===== config.mk =====
export PLATFORM = sky130hd
export DESIGN_NAME = des_mode_ctrl
export DESIGN_NICKNAME = d
export VERILOG_FILES = /design/src/rtl/des_ctrl_pkg.sv /design/src/rtl/des_cbc_xor.sv /design/src/rtl/des_mode_ctrl.sv
export SDC_FILE = /design/constraint.sdc
export NUM_CORES = 1
export LEC_CHECK = 0
export BUFFER_PORTS_ARGS = -buffer_cell sky130_fd_sc_hd__clkbuf_2
export CAP_MARGIN = 20
export CORE_MARGIN = 2
export CORE_UTILIZATION = 35
export DETAILED_ROUTE_END_ITERATION = 10
export PLACE_DENSITY = 0.57
export REMOVE_ABC_BUFFERS = 1
export SLEW_MARGIN = 20
export SYNTH_ARGS = -nofsm -noshare
export SYNTH_HDL_FRONTEND = slang
export SYNTH_SLANG_ARGS = --single-unit

===== constraint.sdc =====
create_clock -name clk -period 2.9 [get_ports clk]
set_clock_uncertainty 0.15 [all_clocks]
set_input_delay 0.58 -clock clk [delete_from_list [all_inputs] [get_ports clk]]
set_output_delay 0.58 -clock clk [all_outputs]
set_load 0.05 [all_outputs]

===== src/rtl/des_ctrl_pkg.sv =====
// Shared types for the DES block-mode sequencer.
// FSM encoding, chaining-mode constants and default core timeout.
package des_ctrl_pkg;

  typedef enum logic [1:0] {
    IDLE,
    ISSUE,
    WAIT,
    OUT
  } state_t;

  localparam logic MODE_ECB = 1'b0;
  localparam logic MODE_CBC = 1'b1;

  localparam int TIMEOUT_DEF = 64;

endpackage


===== src/rtl/des_cbc_xor.sv =====
// CBC pre-XOR (encrypt, toward core) and post-XOR (decrypt, from core),
// plus the chaining value the next block of the message must use.
module des_cbc_xor
  import des_ctrl_pkg::*;
#(
  parameter int DATA_W = 64
) (
  input  logic              mode,
  input  logic              enc,
  input  logic [DATA_W-1:0] blk,
  input  logic [DATA_W-1:0] chain,
  input  logic [DATA_W-1:0] core_out,
  output logic [DATA_W-1:0] pre,
  output logic [DATA_W-1:0] post,
  output logic [DATA_W-1:0] nxt_chain
);

  logic cbc;

  assign cbc       = (mode == MODE_CBC);
  assign pre       = (cbc && enc) ? (blk ^ chain) : blk;
  assign post      = (cbc && !enc) ? (core_out ^ chain) : core_out;
  assign nxt_chain = enc ? core_out : blk;

endmodule


===== src/rtl/des_mode_ctrl.sv =====
// ECB/CBC block sequencer in front of the DES core: issues one block,
// waits for the core result (with timeout) and hands it downstream.
module des_mode_ctrl
  import des_ctrl_pkg::*;
#(
  parameter int DATA_W  = 64,
  parameter int KEY_W   = 64,
  parameter int TIMEOUT = TIMEOUT_DEF
) (
  input  logic              clk,
  input  logic              rst,
  input  logic              cfg_mode,
  input  logic              cfg_encrypt,
  input  logic [KEY_W-1:0]  cfg_key,
  input  logic [DATA_W-1:0] cfg_iv,
  input  logic              cfg_iv_load,
  input  logic              err_clr,
  input  logic              in_valid,
  output logic              in_ready,
  input  logic [DATA_W-1:0] in_data,
  input  logic              in_last,
  output logic              out_valid,
  input  logic              out_ready,
  output logic [DATA_W-1:0] out_data,
  output logic              out_last,
  output logic              core_enable,
  output logic              core_encryption_enable,
  output logic [KEY_W-1:0]  core_cipher_key,
  output logic [DATA_W-1:0] core_in_data,
  input  logic              core_data_valid,
  input  logic [DATA_W-1:0] core_out_data,
  output logic              busy,
  output logic              timeout_err
);

  localparam int CW = $clog2(TIMEOUT);

  state_t            state;
  state_t            state_nxt;
  logic [CW-1:0]     cnt;
  logic              mode_q;
  logic              last_q;
  logic              msg_active;
  logic [DATA_W-1:0] blk_q;
  logic [DATA_W-1:0] chain_q;
  logic [DATA_W-1:0] iv_q;

  logic              accept;
  logic              done;
  logic              tmo;
  logic              hs;
  logic              eom;
  logic              eff_mode;
  logic              eff_enc;
  logic [DATA_W-1:0] xin;
  logic [DATA_W-1:0] pre;
  logic [DATA_W-1:0] post;
  logic [DATA_W-1:0] nxt_chain;

  assign accept = in_valid && in_ready;
  assign done   = (state == WAIT) && core_data_valid;
  assign tmo    = (state == WAIT) && !core_data_valid
               && (cnt == CW'(TIMEOUT - 1));
  assign hs     = (state == OUT) && out_ready;
  assign eom    = (hs && last_q) || tmo;

  // First block of a message uses live config; later ones the latched copy.
  assign eff_mode = msg_active ? mode_q : cfg_mode;
  assign eff_enc  = msg_active ? core_encryption_enable : cfg_encrypt;
  assign xin      = (state == IDLE) ? in_data : blk_q;

  des_cbc_xor #(
    .DATA_W(DATA_W)
  ) u_xor (
    .mode      (eff_mode),
    .enc       (eff_enc),
    .blk       (xin),
    .chain     (chain_q),
    .core_out  (core_out_data),
    .pre       (pre),
    .post      (post),
    .nxt_chain (nxt_chain)
  );

  always_ff @(posedge clk or negedge rst) begin
    if (!rst) state <= IDLE;
    else      state <= state_nxt;
  end

  always_comb begin
    state_nxt = state;
    unique case (state)
      IDLE:    if (accept) state_nxt = ISSUE;
      ISSUE:   state_nxt = WAIT;
      WAIT: begin
        if (done)     state_nxt = OUT;
        else if (tmo) state_nxt = IDLE;
      end
      OUT:     if (out_ready) state_nxt = IDLE;
      default: state_nxt = IDLE;
    endcase
  end

  always_comb begin
    in_ready    = 1'b0;
    core_enable = 1'b0;
    out_valid   = 1'b0;
    unique case (state)
      IDLE:    in_ready    = rst;
      ISSUE:   core_enable = 1'b1;
      OUT:     out_valid   = 1'b1;
      default: ;
    endcase
  end

  assign busy = (state != IDLE) || msg_active;

  always_ff @(posedge clk or negedge rst) begin
    if (!rst) begin
      cnt                    <= '0;
      mode_q                 <= MODE_ECB;
      last_q                 <= 1'b0;
      msg_active             <= 1'b0;
      blk_q                  <= '0;
      chain_q                <= '0;
      iv_q                   <= '0;
      out_data               <= '0;
      out_last               <= 1'b0;
      core_encryption_enable <= 1'b0;
      core_cipher_key        <= '0;
      core_in_data           <= '0;
      timeout_err            <= 1'b0;
    end else begin
      if (accept) begin
        blk_q        <= in_data;
        last_q       <= in_last;
        core_in_data <= pre;
        if (!msg_active) begin
          mode_q                 <= cfg_mode;
          core_encryption_enable <= cfg_encrypt;
          core_cipher_key        <= cfg_key;
          msg_active             <= 1'b1;
        end
      end
      if (state == ISSUE)     cnt <= '0;
      else if (state == WAIT) cnt <= cnt + 1'b1;
      if (done) begin
        out_data <= post;
        out_last <= last_q;
      end
      if (eom) msg_active <= 1'b0;
      if (cfg_iv_load) iv_q <= cfg_iv;
      // End-of-message reload takes a coinciding IV load directly.
      if (eom)
        chain_q <= cfg_iv_load ? cfg_iv : iv_q;
      else if (done && mode_q == MODE_CBC)
        chain_q <= nxt_chain;
      else if (cfg_iv_load && !msg_active)
        chain_q <= cfg_iv;
      if (tmo)          timeout_err <= 1'b1;
      else if (err_clr) timeout_err <= 1'b0;
    end
  end

endmodule


======== After elaboration in Yosys (flattened, before gate mapping) ========
Cells that the tools add are included.
Widths: inputs -> output; s select.
operators by class
  $add $sub $neg .......................... 1
  equal/unequal tests ..................... 7
  multiplexer cells ....................... 24
  bitwise gates (word level) .............. 3
  reduce and logical (&&, ||, !) cells .... 23
operators by type and width
  kind                 count
  $mux 64              8
  $xor 64x64->64       2
  $mux 6               2
  $logic_and 1x1->1    10
  $mux 1               9
  $mux 2               4
  $pmux 2 s4           1
  $reduce_bool 2->1    4
  $add 6x1->6 const B  1
  $eq 6x6->1 const B   1
  $eq 2x2->1 const B   2
  $ne 2x2->1 const B   2
  $logic_not 1->1      3
  $ne 3x3->1 const B   1
  $reduce_and 3->1     1
  $reduce_bool 3->1    1
  $eq 2x1->1 const B   1
  $logic_not 2->1      1
  $logic_or 1x1->1     2
  $reduce_and 2->1     1
  $not 1->1            1
storage, ports and cells
  register bits after elaboration ......... 398
  logic and storage cells ................. 72

======== Depth between registers and ports, before layout ========
  word-level depth ........................ 6
  gate-level depth with buffers ........... 9

======== Cells and area by module ========
From an unflattened synthesis, not the netlist that was laid out.
unflattened totals
  cells, all modules ...................... 1,529
  area total of the unflattened synthesis .. 19,799.0 µm²
by module, submodules not included
  module         times used  cells an instance  area each (µm²)
  des_mode_ctrl  1           1,174              16,901.2
  des_cbc_xor    1           355                2,897.8

======== Least setup slack after synthesis ========
Ideal clock, no wire load.
  path type ............................... register -> register
  start ................................... reg state[0]
  end ..................................... reg core_cipher_key[13]
  library setup time ...................... 125 ps
  arrival ................................. 2,001 ps
  data required time ...................... 2,625 ps
  path slack .............................. 625 ps
  stages on the path, launching flop included .. 9
  buffers on the path ..................... 3
  clock period less this slack ............ 2,275 ps
  path through ............................ dfrtp_1 > inv_1 > ha_1 > buf_2 > and2_1 > nand3_1 > buf_2 > buf_2 > mux2_2
between the ends
  cells in the longest elaborated chain, start to end .. 4
ends and longest elaborated chain
  item                        RTL line              text
  start: declaration          des_mode_ctrl.sv:38   state_t state;
  start signal: assignment    des_mode_ctrl.sv:87   else state <= state_nxt;
  $logic_not 2->1             des_mode_ctrl.sv:108  unique case (state)
  $mux 1                      des_mode_ctrl.sv:108
  via in_ready                des_mode_ctrl.sv:19   output logic in_ready,
  $logic_and 1x1->1           des_mode_ctrl.sv:60   assign accept = in_valid && in_ready;
  $reduce_and 2->1 (no line)  --
  end signal: assignment      des_mode_ctrl.sv:141  core_cipher_key <= cfg_key;
  end: declaration            des_mode_ctrl.sv:28   output logic [KEY_W-1:0] core_cipher_key,
The timed path passes the listed nets, and every way through them passes these cells.
A chain may end at the register's enable or synchronous reset.

======== Worst setup path after layout ========
  start ................................... in rst
  end ..................................... out in_ready
between the ends
  cells in the longest elaborated chain, start to end .. 1
ends and longest elaborated chain
  item                RTL line              text
  start: declaration  des_mode_ctrl.sv:11   input logic rst,
  $mux 1              des_mode_ctrl.sv:108
  end: declaration    des_mode_ctrl.sv:19
No other way between the ends.

==> results by group <==
Die
  – Die Height: 237 microns
  – Core area: 53800 sq um
  – Die Wd: roughly 240 microns
  – Die Area: 56300 sq um
  – I/O Pins: between 400 and 500
  – Placement row count: 85
  – Starting Density: 0.354

Timing
  – Final Setup Violations: 0
  – Final worst-path cycle share: 0.937
  – Max-slew violation count: 0
  – Setup ws final: 183 ps
  – Least-Margin Pin Slew: about 960 ps
  – Slew Limit Headroom: 0.357
  – RSZ-0062 raised after global routing: false
  – Hold violation count in the final report: 0
  – Max Clk Rate: around 370 MHz
  – Post-route minimum period: 2720 ps

Setup path
  – Crit path buf inv count: 3
  – Setup crit start kind: input port
  – CP endpoint kind: output port
  – Crit path max-delay family: buffers and inverters
  – Crit path largest cell delay: between 500 and 600 ps
  – Critical path, cell by cell: dlygate4sd3_1 > buf_8 > and2_1 > clkbuf_2
  – CP Data Arrival Time: roughly 2000 ps
  – Crit path max fanout: 29
  – Slowest-stage cell, CP: dlygate4sd3_1
  – WP data required: 2170 ps
  – Setup CP Type: input port to output port

Clocking
  – Reg clk slew, reported paths: approximately 60 ps
  – Max Root-Sink Buffers: 3
  – CTS tree: built
  – CTS buffer count: 46
  – H-tree levels: 2
  – Clock Sinks: 398
  – Worst skew pair latency: 580 ps
  – Clock root buffer: clkbuf_16

Route
  – Initial DRC Count: between 900 and 1000
  – Avg WL per Cell: 19.1 microns
  – Final ANT Viol Nets: 0
  – Drt first pass iters: 5
  – DR DRC count: 0
  – Via count: ~15000
  – Vias per inst: 5.08
  – WL final: 57800 microns

Layout
  – Area Overhead vs Synth: 25.0%
  – Final #Nets: between 2000 and 3000
  – Filler cell count: ~5200
  – Share of post-route cells with drive strength above 1: 0.281
  – Fin util: 0.442

Worst hold path
  – HP Class: input port to register

Logic synthesis
  – Yosys warns: 0
  – Most frequent cell after synthesis: dfrtp_1
  – Syn_area_per_cell: just over 10 sq um
  – Area contributors post-synth: dfrtp_1, o21ai_0, mux2i_1, nand2_1, mux2_2
  – Post-synth EDFFs: 0
  – Post-Syn Instances: 1891
  – Top_reg_cell synth: dfrtp_1
  – Top cell type's share of synthesized area: 0.523
  – Synth async-reset ratio: 1.00
  – Cell Area, Synth: 19000 sq um
  – Synth Register Bits: 398
  – Sequential-to-total area share from yosys stat: 0.523
  – Post-synthesis cell type count: 35
  – Synth area leader: dfrtp_1
  – Synth cell count leaders: dfrtp_1, nand2_1, o21ai_0, nand3_1, mux2i_1

Global routing
  – Vias in the first global route: 15600
  – First-pass GRT wire length: roughly 89000 microns
  – GRT Overall Usage: 0.202
  – Initial antenna violation count: 14
  – Global route total overflow: 0
  – Pin count of the biggest net entering global routing: 139

Placed design
  – IO Port Bufs: 464
  – Pre-CTS WS: 401 ps
  – Routability congestion estimate: between 0.7 and 0.8
  – DP HPWL: 38700 microns

Run status
  – Status: completed

Power and ir drop
  – Pwr Density: 1260 nW/um^2
  – Peak supply drop: approximately 0.00072 V
  – Leak: 11.6 nW

Run
  – Max-cap violations: 0
## layout make-up
class / count / area [sq um] / area share
Sequential cell: 398 / 9960 / 0.419
Multi-Input combinational cell: 1273 / 8170 / 0.343
Timing Repair Buffer: 500 / 2890 / 0.121
Clock buffer: 64 / 1390 / 0.0585
Tap cell: 696 / 871 / 0.0366
Inverter: 71 / 267 / 0.0112
Clock inverter: 18 / 225 / 0.00947
Antenna cell: 6 / 15.0 / 0.000631
## where the power goes
group | internal (mW) | switching (mW)
registers | 7.80 | 1.39
logic | 4.51 | 10.0
clock network | 3.79 | 2.40
## registers in the layout, summed over array words and instances (netlist names)
name and count:
mode_q 1, cnt 6, msg_active 1, timeout_err 1, core_cipher_key 64, out_data 64, core_encryption_enable 1, last_q 1
iv_q 64, state 2, blk_q 64, out_last 1, chain_q 64, core_in_data 64
## per-stage QoR
stage / setup TNS (ps) / std cells / cell area [sq um] / power [mW] / hold WS, ps
global placement: 0 / 2933 / 22100 / 23.6 / 310
global route: 0 / 3026 / 23800 / 31.8 / 67.7
floorplan: -1654730 / 1742 / 18300 / 19.6 / 134
detailed placement: 0 / 2933 / 22100 / 23.8 / 314
finish: 0 / 3026 / 23800 / 29.9 / 90.6
CTS: 0 / 3017 / 23800 / 30.2 / 49.9
## worst paths after layout
path                              from  depth (start not counted)  slack (ps)                  end
setup / recovery                   rst                          4         180             in_ready
hold / removal             cfg_key[49]                          2          90  core_cipher_key[49]
setup reg to reg              state[0]                          7         480          chain_q[55]
hold reg to reg               iv_q[35]                          2         320             iv_q[35]
max in group asynchronous          rst                          3        1100             iv_q[21]
min in group asynchronous          rst                          2         340               cnt[4]
## layout by cell type, fill, tap and decap left out, types with 6 or more instances in the layout
cell type / count
o22ai_1: 65
clkbuf_16: 49
inv_1: 71
nor2_1: 66
mux2_2: 66
and2_1: 60
dfrtp_1: 398
o311a_1: 64
nand3_1: 130
clkbuf_2: 462
buf_12: 22
clkbuf_8: 11
clkinv_2: 10
and2_0: 6
o21ai_0: 261
xor2_1: 65
buf_4: 13
nand2_1: 263
mux2i_1: 129
diode_2: 6
xnor2_1: 65
## routing by layer
layer	part of all wire	up-vias	wire length, microns	GRT usage
met1	0.43	7454	24600	0.257
met4	0.037	16	2130	0.0846
met3	0.067	111	3880	0.0537
met2	0.47	493	27100	0.326
li1	-	7304	-	-
met5	0.0019	-	110	0
## repair_timing
action | 4_1_cts | 5_1_grt
setup endpoints to repair | 1 | 1
gates resized for setup | 0 | 0
hold buffers | 1 | 0
hold endpoints to repair | 22 | 0
pin swaps | 1 | 0
setup buffers | 1 | 3
## kinds of logic (layout without fill, tap and decap cells)
| family | after synthesis | count (layout) | synth area share |
|---|---|---|---|
| AND/OR/NAND/NOR | 538 | 538 | 0.125 |
| AO/OA/AOI/OAI | 402 | 402 | 0.128 |
| flip-flops | 398 | 398 | 0.523 |
| buffers and inverters | 220 | 653 | 0.0519 |
| multiplexers | 198 | 198 | 0.109 |
| XOR/XNOR | 130 | 130 | 0.0598 |
| adder cells (fa/ha/maj) | 5 | 5 | 0.00329 |
| other | 0 | 6 | 0 |
(Power assumes the default switching activity.)
